===== src/rtl/seg_pkg.sv =====
// rtl/seg_pkg.sv - shared glyph table, vector layout and decoder for the segment readback path
package seg_pkg;

    // Segment bit positions inside a 7-bit segment field (a..g).
    localparam int SEG_A = 0;
    localparam int SEG_B = 1;
    localparam int SEG_C = 2;
    localparam int SEG_D = 3;
    localparam int SEG_E = 4;
    localparam int SEG_F = 5;
    localparam int SEG_G = 6;

    localparam logic [6:0] M_A = 7'(1 << SEG_A);
    localparam logic [6:0] M_B = 7'(1 << SEG_B);
    localparam logic [6:0] M_C = 7'(1 << SEG_C);
    localparam logic [6:0] M_D = 7'(1 << SEG_D);
    localparam logic [6:0] M_E = 7'(1 << SEG_E);
    localparam logic [6:0] M_F = 7'(1 << SEG_F);
    localparam logic [6:0] M_G = 7'(1 << SEG_G);

    // Active-high glyphs (lit segment = 1).
    localparam logic [6:0] GLYPH_0 = M_A | M_B | M_C | M_D | M_E | M_F;
    localparam logic [6:0] GLYPH_1 = M_B | M_C;
    localparam logic [6:0] GLYPH_2 = M_A | M_B | M_D | M_E | M_G;
    localparam logic [6:0] GLYPH_3 = M_A | M_B | M_C | M_D | M_G;
    localparam logic [6:0] GLYPH_4 = M_B | M_C | M_F | M_G;
    localparam logic [6:0] GLYPH_5 = M_A | M_C | M_D | M_F | M_G;
    localparam logic [6:0] GLYPH_6 = M_A | M_C | M_D | M_E | M_F | M_G;
    localparam logic [6:0] GLYPH_7 = M_A | M_B | M_C;
    localparam logic [6:0] GLYPH_8 = M_A | M_B | M_C | M_D | M_E | M_F | M_G;
    localparam logic [6:0] GLYPH_9 = M_A | M_B | M_C | M_D | M_F | M_G;
    localparam logic [6:0] GLYPH_A = M_A | M_B | M_C | M_E | M_F | M_G;
    localparam logic [6:0] GLYPH_B = M_C | M_D | M_E | M_F | M_G;
    localparam logic [6:0] GLYPH_C = M_A | M_D | M_E | M_F;
    localparam logic [6:0] GLYPH_D = M_B | M_C | M_D | M_E | M_G;
    localparam logic [6:0] GLYPH_E = M_A | M_D | M_E | M_F | M_G;
    localparam logic [6:0] GLYPH_F = M_A | M_E | M_F | M_G;
    localparam logic [6:0] SEG_BLANK = 7'h00;

    // Sample vector layout: {seg1_dpt, seg1, seg0_dpt, seg0}.
    localparam int SAMP_W   = 16;
    localparam int SEG0_LSB = 0;
    localparam int DP0_BIT  = 7;
    localparam int SEG1_LSB = 8;
    localparam int DP1_BIT  = 15;

    typedef enum logic {ST_EMPTY, ST_LOCKED} state_t;

    typedef struct packed {
        logic       valid;
        logic       blank;
        logic [3:0] digit;
    } seg_dec_t;

    // Takes the raw active-low segment lines; non-glyph, non-blank returns all zero.
    function automatic seg_dec_t seg_decode(input logic [6:0] seg_n);
        logic [6:0] g;
        seg_dec_t   r;
        g = ~seg_n;
        r = '0;
        case (g)
            GLYPH_0:   begin r.valid = 1'b1; r.digit = 4'h0; end
            GLYPH_1:   begin r.valid = 1'b1; r.digit = 4'h1; end
            GLYPH_2:   begin r.valid = 1'b1; r.digit = 4'h2; end
            GLYPH_3:   begin r.valid = 1'b1; r.digit = 4'h3; end
            GLYPH_4:   begin r.valid = 1'b1; r.digit = 4'h4; end
            GLYPH_5:   begin r.valid = 1'b1; r.digit = 4'h5; end
            GLYPH_6:   begin r.valid = 1'b1; r.digit = 4'h6; end
            GLYPH_7:   begin r.valid = 1'b1; r.digit = 4'h7; end
            GLYPH_8:   begin r.valid = 1'b1; r.digit = 4'h8; end
            GLYPH_9:   begin r.valid = 1'b1; r.digit = 4'h9; end
            GLYPH_A:   begin r.valid = 1'b1; r.digit = 4'hA; end
            GLYPH_B:   begin r.valid = 1'b1; r.digit = 4'hB; end
            GLYPH_C:   begin r.valid = 1'b1; r.digit = 4'hC; end
            GLYPH_D:   begin r.valid = 1'b1; r.digit = 4'hD; end
            GLYPH_E:   begin r.valid = 1'b1; r.digit = 4'hE; end
            GLYPH_F:   begin r.valid = 1'b1; r.digit = 4'hF; end
            SEG_BLANK: r.blank = 1'b1;
            default:   r = '0;
        endcase
        return r;
    endfunction

endpackage


===== src/rtl/seg_stable_filter.sv =====
// rtl/seg_stable_filter.sv - glitch filter that strobes once when a sample vector has been stable long enough
module seg_stable_filter
    import seg_pkg::*;
#(
    parameter int STABLE_CYCLES = 4
) (
    input  logic              clk,
    input  logic              rst,
    input  logic [SAMP_W-1:0] samp_i,
    output logic              stable_new_o,
    output logic [SAMP_W-1:0] vec_o
);

    localparam logic [7:0] RUN_MAX = 8'(STABLE_CYCLES);

    logic [SAMP_W-1:0] samp_q;
    logic [SAMP_W-1:0] prev_q;
    logic [7:0]        run_q;
    logic [7:0]        run_d;

    // Run length restarts on any change, otherwise counts up and saturates at the window.
    always_comb begin
        run_d = run_q;
        if (samp_q != prev_q) begin
            run_d = 8'd1;
        end else if (run_q != RUN_MAX) begin
            run_d = run_q + 8'd1;
        end
    end

    // Strobe only on the transition into the window value, so a held pattern fires once.
    assign stable_new_o = (run_d == RUN_MAX) && (run_q != RUN_MAX);
    assign vec_o        = samp_q;

    // Sample pipeline; reset value is all ones so the lines look blank.
    always_ff @(posedge clk or posedge rst) begin
        if (rst) begin
            samp_q <= '1;
            prev_q <= '1;
            run_q  <= '0;
        end else begin
            samp_q <= samp_i;
            prev_q <= samp_q;
            run_q  <= run_d;
        end
    end

endmodule


===== src/rtl/seg_capture.sv =====
// rtl/seg_capture.sv - two-digit seven-segment readback decoder with update, swap and error events
module seg_capture
    import seg_pkg::*;
#(
    parameter int STABLE_CYCLES = 4,
    parameter int CNT_W         = 8
) (
    input  logic             clk,
    input  logic             rst,
    input  logic [6:0]       seg0,
    input  logic [6:0]       seg1,
    input  logic             seg0_dpt,
    input  logic             seg1_dpt,
    output logic [3:0]       digit0,
    output logic [3:0]       digit1,
    output logic             valid0,
    output logic             valid1,
    output logic             dp0,
    output logic             dp1,
    output logic             upd,
    output logic             swapped,
    output logic             err,
    output logic [CNT_W-1:0] upd_cnt
);

    logic              stable_new;
    logic [SAMP_W-1:0] vec;
    logic              accept;
    seg_dec_t          dec0;
    seg_dec_t          dec1;

    state_t            state_q, state_d;
    logic [SAMP_W-1:0] acc_q, acc_d;
    logic [3:0]        digit0_q, digit0_d, digit1_q, digit1_d;
    logic              valid0_q, valid0_d, valid1_q, valid1_d;
    logic              dp0_q, dp0_d, dp1_q, dp1_d;
    logic              upd_q, upd_d, swapped_q, swapped_d, err_q, err_d;
    logic [CNT_W-1:0]  cnt_q, cnt_d;

    seg_stable_filter #(
        .STABLE_CYCLES(STABLE_CYCLES)
    ) u_filter (
        .clk         (clk),
        .rst         (rst),
        .samp_i      ({seg1_dpt, seg1, seg0_dpt, seg0}),
        .stable_new_o(stable_new),
        .vec_o       (vec)
    );

    // A stable pattern is only news if nothing is held yet or it differs from what is held.
    assign accept = stable_new && ((state_q == ST_EMPTY) || (vec != acc_q));

    // Next-state and event logic: load decoded pair and raise pulses on acceptance.
    always_comb begin
        state_d   = state_q;
        acc_d     = acc_q;
        digit0_d  = digit0_q;
        digit1_d  = digit1_q;
        valid0_d  = valid0_q;
        valid1_d  = valid1_q;
        dp0_d     = dp0_q;
        dp1_d     = dp1_q;
        upd_d     = 1'b0;
        swapped_d = 1'b0;
        err_d     = 1'b0;
        cnt_d     = cnt_q;
        dec0      = seg_decode(vec[SEG0_LSB +: 7]);
        dec1      = seg_decode(vec[SEG1_LSB +: 7]);
        if (accept) begin
            state_d   = ST_LOCKED;
            acc_d     = vec;
            digit0_d  = dec0.digit;
            digit1_d  = dec1.digit;
            valid0_d  = dec0.valid;
            valid1_d  = dec1.valid;
            dp0_d     = ~vec[DP0_BIT];
            dp1_d     = ~vec[DP1_BIT];
            upd_d     = 1'b1;
            cnt_d     = cnt_q + CNT_W'(1);
            err_d     = (!dec0.valid && !dec0.blank) || (!dec1.valid && !dec1.blank);
            // Decimal points deliberately play no part in the swap test.
            swapped_d = (state_q == ST_LOCKED) && valid0_q && valid1_q &&
                        (digit0_q != digit1_q) && dec0.valid && dec1.valid &&
                        (dec0.digit == digit1_q) && (dec1.digit == digit0_q);
        end
    end

    // State and output registers.
    always_ff @(posedge clk or posedge rst) begin
        if (rst) begin
            state_q   <= ST_EMPTY;
            acc_q     <= '1;
            digit0_q  <= '0;
            digit1_q  <= '0;
            valid0_q  <= 1'b0;
            valid1_q  <= 1'b0;
            dp0_q     <= 1'b0;
            dp1_q     <= 1'b0;
            upd_q     <= 1'b0;
            swapped_q <= 1'b0;
            err_q     <= 1'b0;
            cnt_q     <= '0;
        end else begin
            state_q   <= state_d;
            acc_q     <= acc_d;
            digit0_q  <= digit0_d;
            digit1_q  <= digit1_d;
            valid0_q  <= valid0_d;
            valid1_q  <= valid1_d;
            dp0_q     <= dp0_d;
            dp1_q     <= dp1_d;
            upd_q     <= upd_d;
            swapped_q <= swapped_d;
            err_q     <= err_d;
            cnt_q     <= cnt_d;
        end
    end

    assign digit0  = digit0_q;
    assign digit1  = digit1_q;
    assign valid0  = valid0_q;
    assign valid1  = valid1_q;
    assign dp0     = dp0_q;
    assign dp1     = dp1_q;
    assign upd     = upd_q;
    assign swapped = swapped_q;
    assign err     = err_q;
    assign upd_cnt = cnt_q;

endmodule


===== config.mk =====
export PLATFORM = sky130hd
export DESIGN_NAME = seg_capture
export DESIGN_NICKNAME = d
export VERILOG_FILES = /design/src/rtl/seg_pkg.sv /design/src/rtl/seg_stable_filter.sv /design/src/rtl/seg_capture.sv
export SDC_FILE = /design/constraint.sdc
export NUM_CORES = 1
export LEC_CHECK = 0
export ABC_AREA = 1
export ABC_CLOCK_PERIOD_IN_PS = 2200
export BUFFER_PORTS_ARGS = -buffer_cell sky130_fd_sc_hd__buf_2
export CAP_MARGIN = 0
export CORE_ASPECT_RATIO = 0.75
export CORE_MARGIN = 2
export CORE_UTILIZATION = 40
export DETAILED_ROUTE_END_ITERATION = 6
export PLACE_DENSITY_LB_ADDON = 0.12
export SLEW_MARGIN = 20
export SYNTH_ARGS = -nofsm -noshare
export SYNTH_HDL_FRONTEND = slang
export SYNTH_SLANG_ARGS = --single-unit

===== constraint.sdc =====
create_clock -name clk -period 2.2 [get_ports clk]
set_input_delay 0.11 -clock clk [delete_from_list [all_inputs] [get_ports clk]]
set_output_delay 0.11 -clock clk [all_outputs]
set_load 0.005 [all_outputs]

==> flow_summary.ini <==
[sta]
setup_violations = 0
tightest_slew_ps = 434.1
max-slew-margin-rel_pct = 70.84
fin_crit_sh_pct = 96.37
max_freq_ghz = 0.4717
grt_setup_unrepaired = true
drv_slew = 0
fin_skew_ps = 6.645
hold_viol_final = 0
fin_crit_ps = 2120
worst_slack_ps = 79.89
totalNegativeSetupSlack_ps = 0

[die]
io_pins = 41
die_h_um = 96.54
fp-row-count = 33
start_util_pct = 41.43
core_area_mm2 = 0.01102
dieArea_mm2 = 0.01230
die_w_um = 127.4

[pwr]
peakVddDrop_uv = 351.0
power_density_mw_per_mm2 = 555.2
p_leak_nw = 2.981
p_switching_uw = 769.0
seqPwrFrac_pct = 47.5
power.internal_mw = 2.495
p_sw_share_pct = 23.56
clock_power_share_pct = 43.5
pwr-share-comb_pct = 9.0

[worst_setup_path]
required_ps = 2430
max_stage_delay_ps = 550
worstPathCellList = inv_4 > nand2_2 > nand2_1 > nor2_1 > nand2_2 > nor2_4 > buf_6 > nand3_4 > nor2_4 > nand3_2 > nor2_4 > buf_6 > nand2_2 > nand2_1 > inv_1
crit_fanout = 6
crit_buf_inv = 4
slowest_stage = dfstp_2
cpLargestDelayFamily = simple AND/OR/NAND/NOR gates
worstSetupStartpointType = flop
endpoint_kind = flop
path_class = flop to flop
cp.arrival_ps = 2350

[flow_run]
cap_violations = 0

[cells_and_area]
mostFrequentLayoutCell = nand2_1
fin_nets = 750
drive_gt1_share_pct = 27.42
antennaDiodeCount = 0
layout_common_cells = nand2_1, inv_1, nor2_1
area_growth_pct = 28.74

[synth]
synthMuxAreaShare_pct = 0
synth_area_leaders = dfstp_2, dfrtp_1, nand2_1, inv_1, nor2_1
synth_top_family_by_area = simple AND/OR/NAND/NOR gates
synth_compound_area_share_pct = 4.740
syn-cell-area_mm2 = 0.004567
yosys.area.top_type = dfstp_2
yosys_warnings = 0
synth_xor_area_share_pct = 3.836
post_synth_and_or_nand_nor_area_fraction_pct = 35.92
async_flop_share_pct = 100.0
yosysUniqueCellTypes = 30
synth-seq-area-share_pct = 45.15
synth_top_area_share_pct = 27.62
synth_nets = 649
ys_ff_latch = 80
postSynthCellCount = 628
synth_edf_count = 0
synth_ff_type = dfstp_2
avgSynthCellArea_um2 = 7.272
synthAdderAreaFrac_pct = 0.8219

[clock_tree]
cts.clk_slew.worst_paths_ps = 50
cts_made_buffers = 9
cts_root_buf = clkbuf_16
clock_sinks = 80
cts_tree = yes
clockBufferDepth = 2
clk-insertion-delay-late_ps = 340
htreeDepth = 3

[outcome]
status = completed

[global_routing]
grt_pass1_wl_um = 19040
grt_pass1_vias = 3745
antenna_found_initial = 0
grt-ovfl-total = 0
grt_max_degree = 38
grt_usage_pct = 19.95

[routing]
finalWirelength_um = 11880
ant_nets = 0
avgRoutedWirePerCell_um = 13.61
dr.pass1.iters = 5
routed_via_density = 4.748
num_vias = 4145
drt_iter0_drc = 317
drcViolationCount = 0

[place]
place_hpwl_um = 8494
port-buffer-count = 40
pre_cts_ws_ps = 53.26
gp_congestion = 0.9165

[worst_hold_path]
hp-class = primary input to async pin
## synthesized netlist by cell type, types with 5 or more instances
library cell,count
nand2_1,207
inv_1,83
nor2_1,79
dfstp_2,48
dfrtp_1,32
nand3_1,30
nand4_1,23
o21ai_1,19
o21ai_0,16
nor3_1,14
inv_2,12
xor2_1,11
xnor2_1,9
nand3b_1,6
buf_4,5
## what timing repair did
action                     in CTS  in global routing
hold endpoints to repair       18                  0
hold buffers                   17                  0
setup endpoints to repair       0                 36
gates resized for setup         0                 48
setup buffers                   0                 11
## through the flow
stage / power (mW) / instance area [µm²] / hold WS [ps] / instances / utilization, %
floorplan: 1.727 / 4567 / 114.5 / 628 / -
global placement: 1.819 / 5120 / 107.2 / 826 / 46.44
detailed placement: 1.821 / 5120 / 108.4 / 826 / 46.44
CTS: 3.287 / 5568 / 301.4 / 858 / 50.51
global route: 3.404 / 5879 / 330.0 / 873 / 53.33
finish: 3.264 / 5879 / 298.5 / 873 / 53.33
## layer usage
layer  vias up  GRT usage (%)  wire (µm)
met3        13          4.736        578
met4         0          4.396        152
li1       2157              -          -
met5         -              0          0
met1      1882          31.28       6482
met2        93          27.36       4671
## power groups by stage
stage / Combinational (mW) / Sequential [mW] / Clock (mW)
after CTS: 0.271 / 1.55 / 1.46
after detailed placement: 0.247 / 1.57 / 0
final: 0.294 / 1.55 / 1.42
after floorplan: 0.155 / 1.57 / 0
after global routing: 0.331 / 1.56 / 1.52
after global placement: 0.245 / 1.57 / 0
## cell type report
cell class / count / area [µm²]
inverters: 95 / 362.8
clock buffers: 15 / 277.8
repair buffers: 101 / 825.8
well taps: 140 / 175.2
flip-flops and latches: 80 / 2062
fillers: 1043 / 5145
multi-input cells: 442 / 2176
## registers in the layout, summed over array words and instances, names as in the netlist
signal,count
digit0,4
digit1,4
err,1
valid1,1
u_filter.prev_q,16
upd_cnt,8
swapped,1
valid0,1
u_filter.vec_o,16
state_q,1
dp0,1
acc_q,16
u_filter.run_q,8
dp1,1
upd,1
## worst min-delay path, stage by stage
cell and delay [ps]:
dlygate4sd3_1 530, buf_2 130, clkinv_2 280
## final timing paths
kind	end	from	depth (start not counted)	slack [ps]
min in group clk	u_filter.prev_q[15]	u_filter.vec_o[15]	0	390
min reg2reg	u_filter.prev_q[15]	u_filter.vec_o[15]	0	390
max in group asynchronous	acc_q[8]	rst	4	1190
min	dp1	rst	3	300
max reg2reg	valid0	u_filter.vec_o[2]	15	80
max	valid0	u_filter.vec_o[2]	15	80
## cells by family (layout without fill, tap and decap cells)
family,after synthesis,count (layout)
flip-flops,80,80
AO/OA/AOI/OAI,41,41
XOR/XNOR,20,20
adder cells (fa/ha/maj),3,3
buffers and inverters,106,211
AND/OR/NAND/NOR,378,378
Power figures use the tool's default switching activity.
